## config.mk

```make
export PLATFORM = sky130hd
export DESIGN_NAME = hex_entry
export DESIGN_NICKNAME = d
export VERILOG_FILES = /design/src/rtl/hex_entry_pkg.sv /design/src/rtl/edge_rise.sv /design/src/rtl/hex_entry.sv
export SDC_FILE = /design/constraint.sdc
export NUM_CORES = 1
export LEC_CHECK = 0
export ABC_AREA = 1
export BUFFER_PORTS_ARGS = -buffer_cell sky130_fd_sc_hd__buf_4
export CAP_MARGIN = 20
export CORE_UTILIZATION = 35
export CTS_CLUSTER_DIAMETER = 50
export DETAILED_ROUTE_END_ITERATION = 10
export GPL_TIMING_DRIVEN = 0
export RECOVER_POWER = 100
export SLEW_MARGIN = 20
export SYNTH_ARGS = -nofsm -noshare
export SYNTH_HDL_FRONTEND = slang
export SYNTH_SLANG_ARGS = --single-unit
```

## constraint.sdc

```tcl
create_clock -name clk -period 2.55 [get_ports clk]
set_input_delay 0.1275 -clock clk [delete_from_list [all_inputs] [get_ports clk]]
set_output_delay 0.1275 -clock clk [all_outputs]
set_load 0.005 [all_outputs]
```

## src/rtl/hex_entry_pkg.sv

```systemverilog
// Shared types and constants for the hex digit entry block: FSM state
// encodings, word geometry and the leading-digit blank mask helper.
package hex_entry_pkg;

  localparam int NDIG   = 8;
  localparam int WORD_W = 32;
  localparam int CNT_W  = 4;

  localparam logic [CNT_W-1:0] CNT_ZERO = 4'd0;
  localparam logic [CNT_W-1:0] CNT_FULL = 4'd8;

  typedef enum logic [1:0] {
    EMPTY = 2'd0,
    ENTRY = 2'd1,
    FULL  = 2'd2,
    DONE  = 2'd3
  } state_e;

  // Positions at or above the digit count are blank; an empty entry keeps
  // the lowest position lit so a single "0" is shown.
  function automatic logic [NDIG-1:0] blank_mask(input logic [CNT_W-1:0] n);
    logic [NDIG-1:0] m;
    m = 8'h00;
    if (n == CNT_ZERO) begin
      m = 8'hFE;
    end else begin
      for (int i = 0; i < NDIG; i++) begin
        m[i] = (CNT_W'(i) >= n);
      end
    end
    return m;
  endfunction

endpackage

```

## src/rtl/edge_rise.sv

```systemverilog
// Registered rising-edge detector: one pulse per low-to-high transition.
// Levels are treated as previously low out of reset.
module edge_rise #(
  parameter int W = 4
) (
  input  logic         clk,
  input  logic         rst,
  input  logic [W-1:0] lvl_i,
  output logic [W-1:0] rise_o
);

  logic [W-1:0] prev_q;
  logic [W-1:0] rise_q;

  always_ff @(posedge clk) begin
    if (rst) begin
      prev_q <= {W{1'b0}};
      rise_q <= {W{1'b0}};
    end else begin
      prev_q <= lvl_i;
      rise_q <= lvl_i & ~prev_q;
    end
  end

  assign rise_o = rise_q;

endmodule

```

## src/rtl/hex_entry.sv

```systemverilog
// Hex keypad entry: shifts digits into a 32-bit word with backspace, clear
// and commit. Define HEX_ENTRY_BLANK_EN to build the leading-digit blank mask.
module hex_entry
  import hex_entry_pkg::*;
(
  input  logic              clk,
  input  logic              rst,
  input  logic [3:0]        digit,
  input  logic              key,
  input  logic              bksp,
  input  logic              clr,
  input  logic              commit,
  output logic [WORD_W-1:0] Hexs,
  output logic [CNT_W-1:0]  cnt,
  output logic              full,
  output logic              ovf,
  output logic [WORD_W-1:0] value,
  output logic              value_valid,
  output logic [NDIG-1:0]   blank
);

  logic [3:0] rise;
  logic       key_e, bksp_e, clr_e, commit_e;

  edge_rise #(.W(4)) u_edge (
    .clk    (clk),
    .rst    (rst),
    .lvl_i  ({commit, clr, bksp, key}),
    .rise_o (rise)
  );

  assign {commit_e, clr_e, bksp_e, key_e} = rise;

  state_e             state_q, state_d;
  logic [WORD_W-1:0]  hexs_q, hexs_d;
  logic [CNT_W-1:0]   cnt_q, cnt_d;
  logic               full_q, ovf_q, ovf_d;
  logic [WORD_W-1:0]  value_q, value_d;
  logic               valid_q, valid_d;

  always_ff @(posedge clk) begin
    if (rst) begin
      state_q <= EMPTY;
      hexs_q  <= 32'h0;
      cnt_q   <= 4'd0;
      full_q  <= 1'b0;
      ovf_q   <= 1'b0;
      value_q <= 32'h0;
      valid_q <= 1'b0;
    end else begin
      state_q <= state_d;
      hexs_q  <= hexs_d;
      cnt_q   <= cnt_d;
      full_q  <= (cnt_d == CNT_FULL);
      ovf_q   <= ovf_d;
      value_q <= value_d;
      valid_q <= valid_d;
    end
  end

  // Edge priority is clr > commit > bksp > key; DONE swallows all edges.
  always_comb begin
    state_d = state_q;
    hexs_d  = hexs_q;
    cnt_d   = cnt_q;
    ovf_d   = ovf_q;
    value_d = value_q;
    valid_d = 1'b0;
    case (state_q)
      DONE: begin
        state_d = EMPTY;
        hexs_d  = 32'h0;
        cnt_d   = 4'd0;
        ovf_d   = 1'b0;
      end
      default: begin
        if (clr_e) begin
          state_d = EMPTY;
          hexs_d  = 32'h0;
          cnt_d   = 4'd0;
          ovf_d   = 1'b0;
        end else if (commit_e) begin
          state_d = DONE;
          value_d = hexs_q;
          valid_d = 1'b1;
        end else if (bksp_e) begin
          if (state_q != EMPTY) begin
            hexs_d  = {4'h0, hexs_q[WORD_W-1:4]};
            cnt_d   = cnt_q - 4'd1;
            state_d = (cnt_d == CNT_ZERO) ? EMPTY : ENTRY;
          end else begin
            state_d = EMPTY;
          end
        end else if (key_e) begin
          if (state_q == FULL) begin
            ovf_d = 1'b1;
          end else begin
            hexs_d  = {hexs_q[WORD_W-5:0], digit};
            cnt_d   = cnt_q + 4'd1;
            state_d = (cnt_d == CNT_FULL) ? FULL : ENTRY;
          end
        end else begin
          state_d = state_q;
        end
      end
    endcase
  end

`ifdef HEX_ENTRY_BLANK_EN
  logic [NDIG-1:0] blank_q;

  always_ff @(posedge clk) begin
    if (rst) begin
      blank_q <= 8'hFE;
    end else begin
      blank_q <= blank_mask(cnt_d);
    end
  end

  assign blank = blank_q;
`else
  assign blank = 8'h00;
`endif

  assign Hexs        = hexs_q;
  assign cnt         = cnt_q;
  assign full        = full_q;
  assign ovf         = ovf_q;
  assign value       = value_q;
  assign value_valid = valid_q;

endmodule

```

=== Word-level counts from Yosys, hierarchy flattened ===
Index checks and enable logic that the tools add are counted.

* Add/sub/neg operators: 2
* Reduce and logical (&&, ||, !) cells: 9
* Muxes and demuxes: 19
* Bitwise logic cells: 6
* Eq/ne operators: 7

{| class="wikitable"
|+ Operators with widths
! cell !! number
|-
| 32-bit 2-to-1 mux || 4
|-
| 4-bit 2-to-1 mux || 7
|-
| 2-bit 2-to-1 mux || 5
|-
| 4-bit == test (second input constant) || 2
|-
| 4-bit AND reduction || 2
|-
| 4-bit by 1-bit adder with 4-bit output (second input constant) || 1
|-
| 4-bit bitwise AND || 1
|-
| 2-bit == test (second input constant) || 2
|-
| 4-bit zero test || 1
|-
| 1-bit NOT || 4
|-
| 4-bit NOT || 1
|-
| 2-bit nonzero test || 2
|-
| 4-bit by 1-bit subtractor with 4-bit output (second input constant) || 1
|-
| 1-bit 2-to-1 mux || 3
|-
| 3-bit by 1-bit != test with 1-bit output (second input constant) || 1
|-
| 3-bit AND reduction || 1
|-
| 3-bit nonzero test || 1
|-
| 3-bit OR reduction || 1
|-
| 2-bit by 1-bit != test with 1-bit output (second input constant) || 1
|-
| 2-bit != test (second input constant) || 1
|-
| 2-bit AND reduction || 1
|}

* Register bits after elaboration: 81
* Input port bits: 10
* Logic and storage cells: 52
* Output and inout bits: 79

=== Logic depth before layout (Yosys ltp) ===
Gate-level depths: netlist of run 1.

* Word-level depth: 8
* Gate-level depth with buffers: 12
* Mapped depth without buffers: 12

=== By module ===
From an unflattened synthesis of run 1, not the netlist that was laid out.

* Cells, all modules: 462
* Area total of the unflattened synthesis: 3462.1 sq um

{| class="wikitable"
|+ Modules (own cells, without submodules)
! module !! cells each !! instances !! area each (sq um) !! seq. area each (sq um)
|-
| hex_entry || 441 || 1 || 3253.1 || 1461.4
|-
| edge_rise || 21 || 1 || 209.0 || 160.2
|}

=== Worst setup path after synthesis of run 1 ===
No wires, ideal clock.

* Path kind: reg-to-reg
* Start: register cnt_q[0] (netlist: cnt[0])
* End: register full_q (netlist: full)
* Period minus slack after synthesis: 1.374 ns
* Path buffers: 0
* Arrival time: 1.262 ns
* Stages on the path, launching flop included: 13
* Path slack: 1.176 ns
* Library setup time: 0.111 ns
* Required time: 2.439 ns
* Path through: dfxtp_1 > inv_1 > ha_1 > inv_1 > nand2_1 > nand2_1 > nand2_1 > o21ai_0 > nand2_1 > nand2_1 > nor2_1 > nor2_1 > nor2_1

* Longest elaborated chain between the ends: 8
* Elaborated cells on any way between the ends: 10
* Classes of those cells: add/sub (2); eq/ne (1); mux (7)

{| class="wikitable"
|+ RTL lines
! item !! RTL line !! text
|-
| from (decl) || hex_entry.sv:36 || <nowiki>logic [CNT_W-1:0] cnt_q, cnt_d;</nowiki>
|-
| from (signal assigned) || hex_entry.sv:53 || <nowiki>cnt_q <= cnt_d;</nowiki>
|-
| 4-bit by 1-bit adder with 4-bit output || hex_entry.sv:99 || <nowiki>cnt_d = cnt_q + 4'd1;</nowiki>
|-
| 4-bit 2-to-1 mux || hex_entry.sv:95 || <nowiki>if (state_q == FULL) begin</nowiki>
|-
| 4-bit 2-to-1 mux || hex_entry.sv:94 || <nowiki>end else if (key_e) begin</nowiki>
|-
| 4-bit 2-to-1 mux || hex_entry.sv:86 || <nowiki>end else if (bksp_e) begin</nowiki>
|-
| 4-bit 2-to-1 mux (*) || hex_entry.sv:82 || <nowiki>end else if (commit_e) begin</nowiki>
|-
| 4-bit 2-to-1 mux (*) || hex_entry.sv:77 || <nowiki>if (clr_e) begin</nowiki>
|-
| 4-bit 2-to-1 mux (*) || hex_entry.sv:69 || <nowiki>case (state_q)</nowiki>
|-
| 4-bit == test (*) || hex_entry.sv:54 || <nowiki>full_q <= (cnt_d == CNT_FULL);</nowiki>
|-
| to (signal assigned) || hex_entry.sv:54 ||
|-
| to (decl) || hex_entry.sv:37 || <nowiki>logic full_q, ovf_q, ovf_d;</nowiki>
|}

Mark *: on every way between the ends. The rest lies on a longest branch, timed or not.
A chain may end at the register's enable or synchronous reset.

=== Final worst setup path of run 1 ===
* Start: register u_edge.rise_q[3] (netlist: u_edge.rise_o[3])
* End: register hexs_q[16] (netlist: Hexs[16])

* Longest elaborated chain between the ends: 2

{| class="wikitable"
|+ RTL lines
! item !! RTL line !! text
|-
| from (decl) || edge_rise.sv:13 || <nowiki>logic [W-1:0] rise_q;</nowiki>
|-
| from (signal assigned) || edge_rise.sv:18 || <nowiki>rise_q <= {W{1'b0}};</nowiki>
|-
| from (signal assigned) || edge_rise.sv:21 || <nowiki>rise_q <= lvl_i & ~prev_q;</nowiki>
|-
| 1-bit NOT (no source line) || n/a ||
|-
| 4-bit AND reduction (no source line) || n/a ||
|-
| to (signal assigned) || hex_entry.sv:52 || <nowiki>hexs_q <= hexs_d;</nowiki>
|-
| to (decl) || hex_entry.sv:35 || <nowiki>logic [WORD_W-1:0] hexs_q, hexs_d;</nowiki>
|}

No other way between the ends.

==> results of run 1 <==
-- routing by layer --
layer	track usage (%)	vias to the layer above	wire length (um)
met5	0	-	0
met4	6.70	0	106
met3	3.01	9	435
met2	29.2	98	4280
met1	25.9	1540	4660
li1	-	1732	-
-- worst min-delay path, stage by stage --
cell and delay, ps:
buf_4 80, nand2_1 40, o21ai_0 60, o21ai_0 80, a21oi_1 100
-- path summary, 6_finish.rpt --
path	to	slack, ps	depth (start not counted)
worst max-delay path	Hexs[16]	620	6
worst min-delay path	Hexs[0]	160	5
worst min register to register	u_edge.rise_o[1]	390	1
worst max register to register	Hexs[16]	620	6
-- state kept, by name (all words and copies together), names as in the netlist --
signal         count
Hexs              32
cnt                4
full               1
ovf                1
state_q            2
u_edge.prev_q      4
u_edge.rise_o      4
value             32
value_valid        1
-- cell usage after synthesis, drive strengths merged --
library cell  instances  area share (%)
nor2                 19             2.7
nand3b                1            0.21
conb                  1            0.11
and2                  1            0.18
xor2                  2            0.50
dfxtp                81              46
nand4                 1            0.18
nand2               102              12
ha                    4             1.4
a21oi                68             9.8
buf                  25             4.7
o21ai                55             7.8
clkbuf               14             1.5
nor3                  4            0.57
inv                  47             5.0
nand3                49             7.3
-- layout by cell type, fill, tap and decap left out, types with 3 or more instances in the layout --
master	netlist	routed
clkbuf_8	0	9
inv_1	41	45
ha_1	4	4
dlygate4sd3_1	0	4
a21oi_1	67	68
clkbuf_1	14	23
clkbuf_4	0	71
buf_2	10	5
nand2_1	98	98
inv_6	0	3
dfxtp_1	81	81
buf_4	9	15
nor3_1	4	4
nor2_1	17	18
conb_1	1	8
nand3_1	48	48
o21ai_0	53	53
-- cells by family after synthesis --
group / after synthesis / synth area share [%]
AND/OR/NAND/NOR: 177 / 23.2
AO/OA/AOI/OAI: 123 / 17.6
other: 1 / 0.106
buffers and inverters: 86 / 11.2
XOR/XNOR: 2 / 0.497
flip-flops: 81 / 46.0
adder cells (fa/ha/maj): 4 / 1.42
-- metrics by stage --
step / power [mW] / hold slack (ps) / util [%] / setup WS (ps)
after global placement: 1.78 / 343 / 44.1 / 934
after CTS: 2.85 / 148 / 46.8 / 931
after global routing: 2.95 / 222 / 46.6 / 407
final: 2.82 / 159 / 46.6 / 621
after floorplan: 1.64 / 252 / - / 1180
after detailed placement: 1.79 / 350 / 44.1 / 944
-- cell type report --
type / instances / area [um2] / share of cell area, %
Buffer: 39 / 213 / 4.67
Clock buffer: 9 / 124 / 2.72
Clock inverter: 7 / 100 / 2.20
Inverter: 47 / 176 / 3.88
Multi-Input combinational cell: 314 / 1520 / 33.5
Sequential cell: 81 / 1620 / 35.6
Tap cell: 133 / 166 / 3.66
Timing Repair Buffer: 83 / 626 / 13.7
-- power by group through the flow --
stage | clock, mW | sequential (mW) | combinational (mW)
2_1_floorplan | 0 | 1.39 | 0.251
3_3_place_gp | 0 | 1.40 | 0.387
3_5_place_dp | 0 | 1.40 | 0.393
4_1_cts | 1.08 | 1.37 | 0.400
5_1_grt | 1.13 | 1.38 | 0.443
6_report | 1.06 | 1.37 | 0.390
-- repair_timing --
action                    in CTS  in global routing
buffers inserted               0                  0
hold buffers                   4                  0
resized for setup              0                  0
hold endpoints to repair       4                  0
==> metrics.md, run 1 <==
| Metric | Value |
|---|---|
| Nets | around 590 |
| Finished Layout Cells | 713 |
| Synthesized area | 3530 um2 |
| DP Area | 4310 um2 |
| Max clock buf depth | 2 |
| Layout cells sized above 1 | approximately 20% |
| MaxCap Viol Count | 0 |
| Max VDD drop | roughly 0.28 mV |
| GRT Total Usage | 18.6% |
| Max Slew Vio Count | 0 |
| Buf/Inv on CP | 3 |
| Post-synthesis sequential area ratio | 46.0% |
| Hpwl dp | between 7000 and 8000 um |
| DR pass1 iterations | 4 |
| Final instance area | 4550 um2 |
| Tmin final | 1930 ps |
| #FFs+latches synth | 81 |
| Starting density of the core | 36.1% |
| Area grow syn2layout | 29.1% |
| Initial antenna violation count | 0 |
| Total die area | 10500 um2 |
| Unique masters post-synth | 29 |
| Sequential power share | a little under 50% |
| Critical Path RT | 2830 ps |
| Critical path class | flop to flop |
| DR vias | between 3000 and 4000 |
| CTS Sinks | 81 |
| Drt via density | about 4.7 |
| Syn Inst Count | 474 |
| Clock power share | 37.6% |
| Sw Pwr | 0.785 mW |
| Die Span X | 102 um |
| Highest net fanout along the worst path | 10 |
| Clk_lat worst skew | 350 ps |
| RSZ-0062 raised after global routing | no |
| Post-Route WL | 9480 um |
| Max incr delay on CP | 370 ps |
| Critical Path Start Type | flop |
| Slew margin rel. | 63.5% |
| Clk slew on worst S/H paths | ~100 ps |
| Vias in the first global route | 2971 |
| Combinational share of power | 13.9% |
| Worst Setup End Kind | flop |
| Hold Fails Final Rpt | 0 |
| Syn Area/Cell | approximately 7.4 um2 |
| CP cell instances | clkbuf_1 -> inv_1 -> nand2_8 -> clkbuf_1 -> o21ai_0 -> a21oi_1 |
| Total gr overflow | 0 |
| Worst hold start | digit[0] |
| Max Clock Skew | 16.5 ps |
| CTS root buf | clkbuf_8 |
| Sw Ratio | 27.9% |
| Largest net degree at the start of global routing | 16 |
| Leak pwr | 1.85 nW |
| P_int | 2.03 mW |
| CP arrival | ~2200 ps |
| Delay-heaviest family, CP | buffers and inverters |
| Critical path origin | u_edge.rise_o[3] |
| Slowest CP cell | clkbuf_1 |
| Antenna diodes | 0 |
| Row count | 36 |
| Cts bufs inserted | 9 |
| Setup TNS | 0 ps |
| First-pass GRT wire length | 15000 um |
| Max H-tree Level | 3 |
| ANT nets after route | 0 |
| Fmax | 518 MHz |
| Tcrit/Tclk final | 75.7% |
| Filler cells | 997 |
| Placed Instances | 693 |
| Hold/Removal Path Class | primary input to flop |
| Remaining DRCs | 0 |
| Final setup violation count | 0 |
| PwrDens | 619 nW/um2 |
| Crit path top cell by count | clkbuf_1 |
| Initial detailed-routing violation count | between 150 and 200 |
| # IOs | 89 |
| Wire per inst | 13.3 um |
| Reg2reg start | u_edge.rise_o[3] |
| Synth warn | 0 |
| TritonCTS clock tree | built |
| GPL Wtd Cong | 0.844 |
| CORE AREA | 9770 um2 |
| Outcome | complete, no violations |
| Die Ht | 102 um |
| Count of input and output buffers | between 70 and 80 |
| Worst-Margin Slew | ~550 ps |
Power figures use the tool's default switching activity.
==> run 2: changes to the inputs <==
==> constraint.sdc (replaced) <==
create_clock -name clk -period 1.9 [get_ports clk]
set_input_delay 0.095 -clock clk [delete_from_list [all_inputs] [get_ports clk]]
set_output_delay 0.095 -clock clk [all_outputs]
set_load 0.005 [all_outputs]
==> run 2 against run 1 <==
  * Maximum frequency is 16% higher
  * Count of clock-buffer cells in the layout stayed put
  * Die area stayed put
  * Total power is 35% higher
  * Final area is 0.11% higher
  * Highest routed layer unchanged
==> metrics.md, run 2 (synthesis gave the netlist of run 1 again) <==
| Metric | Value |
|---|---|
| Area grow syn2layout | 29.2% |
| # IOs | 89 |
| Leak pwr | approximately 1.8 nW |
| Place WS | approximately 290 ps |
| Highest net fanout along the worst path | 10 |
| Clock power share | 37.7% |
| Sw Ratio | 28.0% |
| Worst hold start | digit[0] |
| GPL Wtd Cong | roughly 0.84 |
| Setup TNS | 0 ps |
| Slew margin rel. | 64.6% |
| Hold Slack | 121 ps |
| Max H-tree Level | 3 |
| Buf/Inv on CP | 2 |
| CTS Sinks | 81 |
| Critical path class | flop to flop |
| Total gr overflow | 0 |
| Reg2reg end | value[6] |
| Max Slew Vio Count | 0 |
| Tcrit/Tclk final | 87.2% |
| Cts bufs inserted | 9 |
| Hold path cells | 5 |
| DR vias | 3368 |
| Die Ht | 102 um |
| Critical Path Start Type | flop |
| Final worst slack | 243 ps |
| Worst R2R Path Depth | 7 |
| First-pass GRT wire length | 15000 um |
| Initial antenna violation count | 0 |
| PwrDens | 832 nW/um2 |
| Vias in the first global route | about 3000 |
| GRT Total Usage | 18.6% |
| Count of input and output buffers | 79 |
| Final instance area | 4560 um2 |
| CP arrival | 1950 ps |
| Final Util | 46.6% |
| Drt via density | 4.72 |
| Slowest CP cell | dfxtp_1 |
| Commonest non-fill, non-tap cell in the layout | nand2_1 |
| CP cell instances | nand2_1 -> inv_2 -> nor2_8 -> nand2_1 -> clkbuf_1 -> nand2_1 -> a21oi_1 |
| Antenna diodes | 0 |
| Reg2reg start | state_q[1] |
| Hold Fails Final Rpt | 0 |
| Fmax | 603 MHz |
| Clk slew on worst S/H paths | around 100 ps |
| CTS root buf | clkbuf_8 |
| Clk_lat worst skew | 360 ps |
| Sw Pwr | 1.06 mW |
| Starting density of the core | 36.1% |
| TritonCTS clock tree | built |
| Largest net degree at the start of global routing | 16 |
| Nets | around 590 |
| Worst Setup End Kind | flop |
| Remaining DRCs | 0 |
| Leading cell types in the layout, fill and taps excluded | nand2_1 (98), dfxtp_1 (81), clkbuf_4 (71) |
| Sequential power share | 48.5% |
| R2R setup slack | 240 ps |
| Crit path top cell by count | nand2_1 |
| Layout cells sized above 1 | 21.4% |
| Post-CTS sizing | 0 |
| Max VDD drop | 0.382 mV |
| RSZ-0062 raised after global routing | no |
| ANT nets after route | 0 |
| DR pass1 iterations | 5 |
| Max Clock Skew | 17.3 ps |
| Outcome | complete, no violations |
| Delay-heaviest family, CP | buffers and inverters |
| Row count | 36 |
| Hpwl dp | 7000 um |
| Filler cells | ~1000 |
| Critical Path RT | 2190 ps |
| Max incr delay on CP | 430 ps |
| Post-Route WL | 9430 um |
| Initial detailed-routing violation count | about 160 |
| Final setup violation count | 0 |
| Worst hold endpoint | Hexs[0] |
| P_int | 2.73 mW |
| Hold/Removal Path Class | primary input to flop |
| Wire per inst | 13.2 um |
| Combinational share of power | 13.8% |
| DP Area | ~4300 um2 |
| Die Span X | 102 um |
| CORE AREA | 9770 um2 |
| Tmin final | 1660 ps |
| Total die area | approximately 10000 um2 |
| Worst-Margin Slew | 532 ps |
| Max clock buf depth | 2 |
| MaxCap Viol Count | 0 |
## run 2: cell count changes in the layout (fill, tap and decap cells not counted)
cell      change
clkbuf_2      +2
o21ai_1       -1
inv_2         +3
nor2_2        +1
clkbuf_1      -2
o21ai_0       +1
inv_1         -3
nor2_1        -1
## run 2: metrics by stage
stage                     cells  power (mW)
after global placement      693        2.40
final                       713        3.79
after CTS                   713        3.82
after detailed placement    693        2.40
after floorplan             481        2.20
after global routing        713        3.96
## run 2: routing by layer
layer	global-route usage (%)	wire, um	vias to the layer above
met2	29.2	4190	104
met3	3.01	446	13
met5	0	0	-
li1	-	-	1730
met4	6.70	134	0
met1	25.9	4660	1521
## run 2: area by class of cell
type	count	area (um2)	area share [%]
well taps	133	166	3.65
inverters	47	176	3.87
plain buffers	39	215	4.72
clock inverters	7	100	2.20
repair buffers	83	626	13.7
clock buffers	9	124	2.72
multi-input cells	314	1530	33.5
flip-flops and latches	81	1620	35.6
## run 2: worst max-delay path by stage
stage                startpoint       end  slack [ps]  cells after the start
2_1_floorplan            cnt[0]      full         530                     12
3_3_place_gp   u_edge.rise_o[3]      full         280                      8
3_5_place_dp             cnt[0]      full         290                     12
4_1_cts                  cnt[0]      full         280                     12
5_1_grt              state_q[1]  Hexs[16]          90                      8
6_report             state_q[1]  value[6]         240                      7
## run 2: timing repair
action                                  CTS  global route
endpoints found under the setup margin    0             0
setup buffers                             0             0
hold endpoints to repair                  8             0
hold buffers                              4             0
## run 2: power by group through the flow
stage / clock, mW / combinational (mW) / sequential [mW]
global placement: 0 / 0.519 / 1.88
global route: 1.51 / 0.597 / 1.85
floorplan: 0 / 0.337 / 1.86
CTS: 1.45 / 0.537 / 1.84
finish: 1.43 / 0.524 / 1.84
detailed placement: 0 / 0.528 / 1.88
## run 2: tightest hold or removal path: stages
cell	delay (ps)
buf_4	80
nand2_1	40
o21ai_0	60
o21ai_0	80
a21oi_1	100
==> run 3: changes to the inputs <==
--- a/config.mk
+++ b/config.mk
@@ -8,11 +8,14 @@
 export ABC_AREA = 1
 export BUFFER_PORTS_ARGS = -buffer_cell sky130_fd_sc_hd__buf_4
 export CAP_MARGIN = 20
+export CORE_ASPECT_RATIO = 0.75
 export CORE_UTILIZATION = 35
 export CTS_CLUSTER_DIAMETER = 50
 export DETAILED_ROUTE_END_ITERATION = 10
 export GPL_TIMING_DRIVEN = 0
 export RECOVER_POWER = 100
+export REMOVE_ABC_BUFFERS = 1
+export SKIP_CTS_REPAIR_TIMING = 1
 export SLEW_MARGIN = 20
 export SYNTH_ARGS = -nofsm -noshare
 export SYNTH_HDL_FRONTEND = slang
==> run 3 against run 2 <==
  * Wire length fell by 4.5%
  * Maximum frequency is 8.4% lower
  * Utilization down 0.19 points
  * Cell count decreased by 4.8%
  * Sequential cell count unchanged
  * Die area hardly changed
  * Count of clock-buffer cells in the layout is 1 higher
  * Critical path depth is 3 higher
  * Sequential power is essentially flat
  * Non-clock buffer count decreased by 36
  * First-iteration DRC count up 5.2%
  * Largest cell class unchanged
==> metrics.md, run 3 (synthesis gave the netlist of run 1 again) <==
| Metric | Value |
|---|---|
| Outcome | complete, no violations |
| GPL Wtd Cong | 0.809 |
| First-pass GRT wire length | approximately 14000 um |
| Place WS | -413 ps |
| Post-Route WL | 9010 um |
| CTS root buf | clkbuf_16 |
| Multi-input gate area | 1580 um2 |
| Max Slew Vio Count | 0 |
| Fmax | 553 MHz |
| Area grow syn2layout | 28.2% |
| Total chip power | 4.15 mW |
| Placed Instances | ~660 |
| DR pass1 iterations | 4 |
| Hold/Removal Path Class | primary input to flop |
| Tcrit/Tclk final | 95.2% |
| Die Span X | 118 um |
| Critical Path Start Type | flop |
| Clk slew on worst S/H paths | 60 ps |
| Remaining DRCs | 0 |
| Starting density of the core | 36.2% |
| Max clock buf depth | 2 |
| Commonest non-fill, non-tap cell in the layout | nand2_1 |
| RSZ-0062 raised after global routing | yes |
| CP arrival | roughly 2100 ps |
| Largest net degree at the start of global routing | between 60 and 70 |
| Finished Layout Cells | slightly below 700 |
| # IOs | 89 |
| Slew margin rel. | 66.8% |
| Nets | 556 |
| Layout cells sized above 1 | slightly above 20% |
| Leak pwr | 1.80 nW |
| CTS Sinks | 81 |
| Hpwl dp | 5360 um |
| Worst-Margin Slew | 497 ps |
| Critical path class | flop to flop |
| Leading cell types in the layout, fill and taps excluded | nand2_1 (97), dfxtp_1 (79), clkbuf_4 (71) |
| PwrDens | 919 nW/um2 |
| Max Clock Skew | 5.86 ps |
| GRT Total Usage | 16.4% |
| Final Util | 46.4% |
| Highest net fanout along the worst path | 30 |
| Seq. cell area | 1630 um2 |
| Tmin final | 1810 ps |
| Total die area | 10500 um2 |
| Worst Setup End Kind | flop |
| ANT nets after route | 0 |
| Critical Path RT | about 2200 ps |
| Antenna diodes | 0 |
| Count of input and output buffers | 80 |
| CORE AREA | 9740 um2 |
| Hold Fails Final Rpt | 0 |
| Clk_lat worst skew | ~340 ps |
| Initial detailed-routing violation count | 163 |
| Drt via density | 4.80 |
| Max H-tree Level | 3 |
| Final worst slack | 90.9 ps |
| Die Ht | 88.9 um |
| TritonCTS clock tree | built |
| Max VDD drop | 0.575 mV |
| Final setup violation count | 0 |
| Wire per inst | between 10 and 15 um |
| DR vias | 3260 |
| Setup TNS | 0 ps |
| Total gr overflow | 0 |
| MaxCap Viol Count | 0 |
| Initial antenna violation count | 0 |
| Filler cells | 990 |
| Row count | 31 |
| Cts bufs inserted | 9 |
| Vias in the first global route | 2762 |
## run 3: power by group
group	internal (mW)	switching [mW]	leakage [nW]
Clock	1.14	0.676	0.152
Sequential	1.77	0.0888	0.659
Combinational	0.183	0.294	0.988
## run 3: metrics by stage
step,area (um2),hold slack [ps]
after floorplan,3330,164
final,4520,144
after global routing,4520,168
after CTS,4440,-39.5
after global placement,4100,308
after detailed placement,4130,316
## run 3: worst max-delay path, stage by stage (launching register included)
cell	delay (ps)
dfxtp_4	430
buf_16	200
inv_2	210
nand3_4	150
nand2_8	150
nand2_8	150
nand2_1	130
nand2_1	70
nor2_1	110
nor2_1	50
nor2_1	80
## run 3: metal layers
layer	global-route usage [%]	vias up	wire length, um
met5	0	-	0
met4	5.83	0	81
met3	5.42	9	603
met2	24.7	102	3940
met1	22.0	1483	4380
li1	-	1666	-
## run 3: worst paths after layout
check / cells after the start / slack (ps) / end / startpoint
setup / recovery: 10 / 90 / full / u_edge.rise_o[1]
hold / removal: 5 / 140 / Hexs[1] / digit[1]
setup reg to reg: 10 / 90 / full / u_edge.rise_o[1]
hold reg to reg: 1 / 380 / u_edge.rise_o[3] / u_edge.prev_q[3]
## run 3: cell type report
class,count,area share [%]
well taps,132,3.65
inverters,47,3.90
repair buffers,86,14.6
clock buffers,10,5.07
clock inverters,6,1.83
flip-flops and latches,81,36.0
multi-input cells,317,34.9
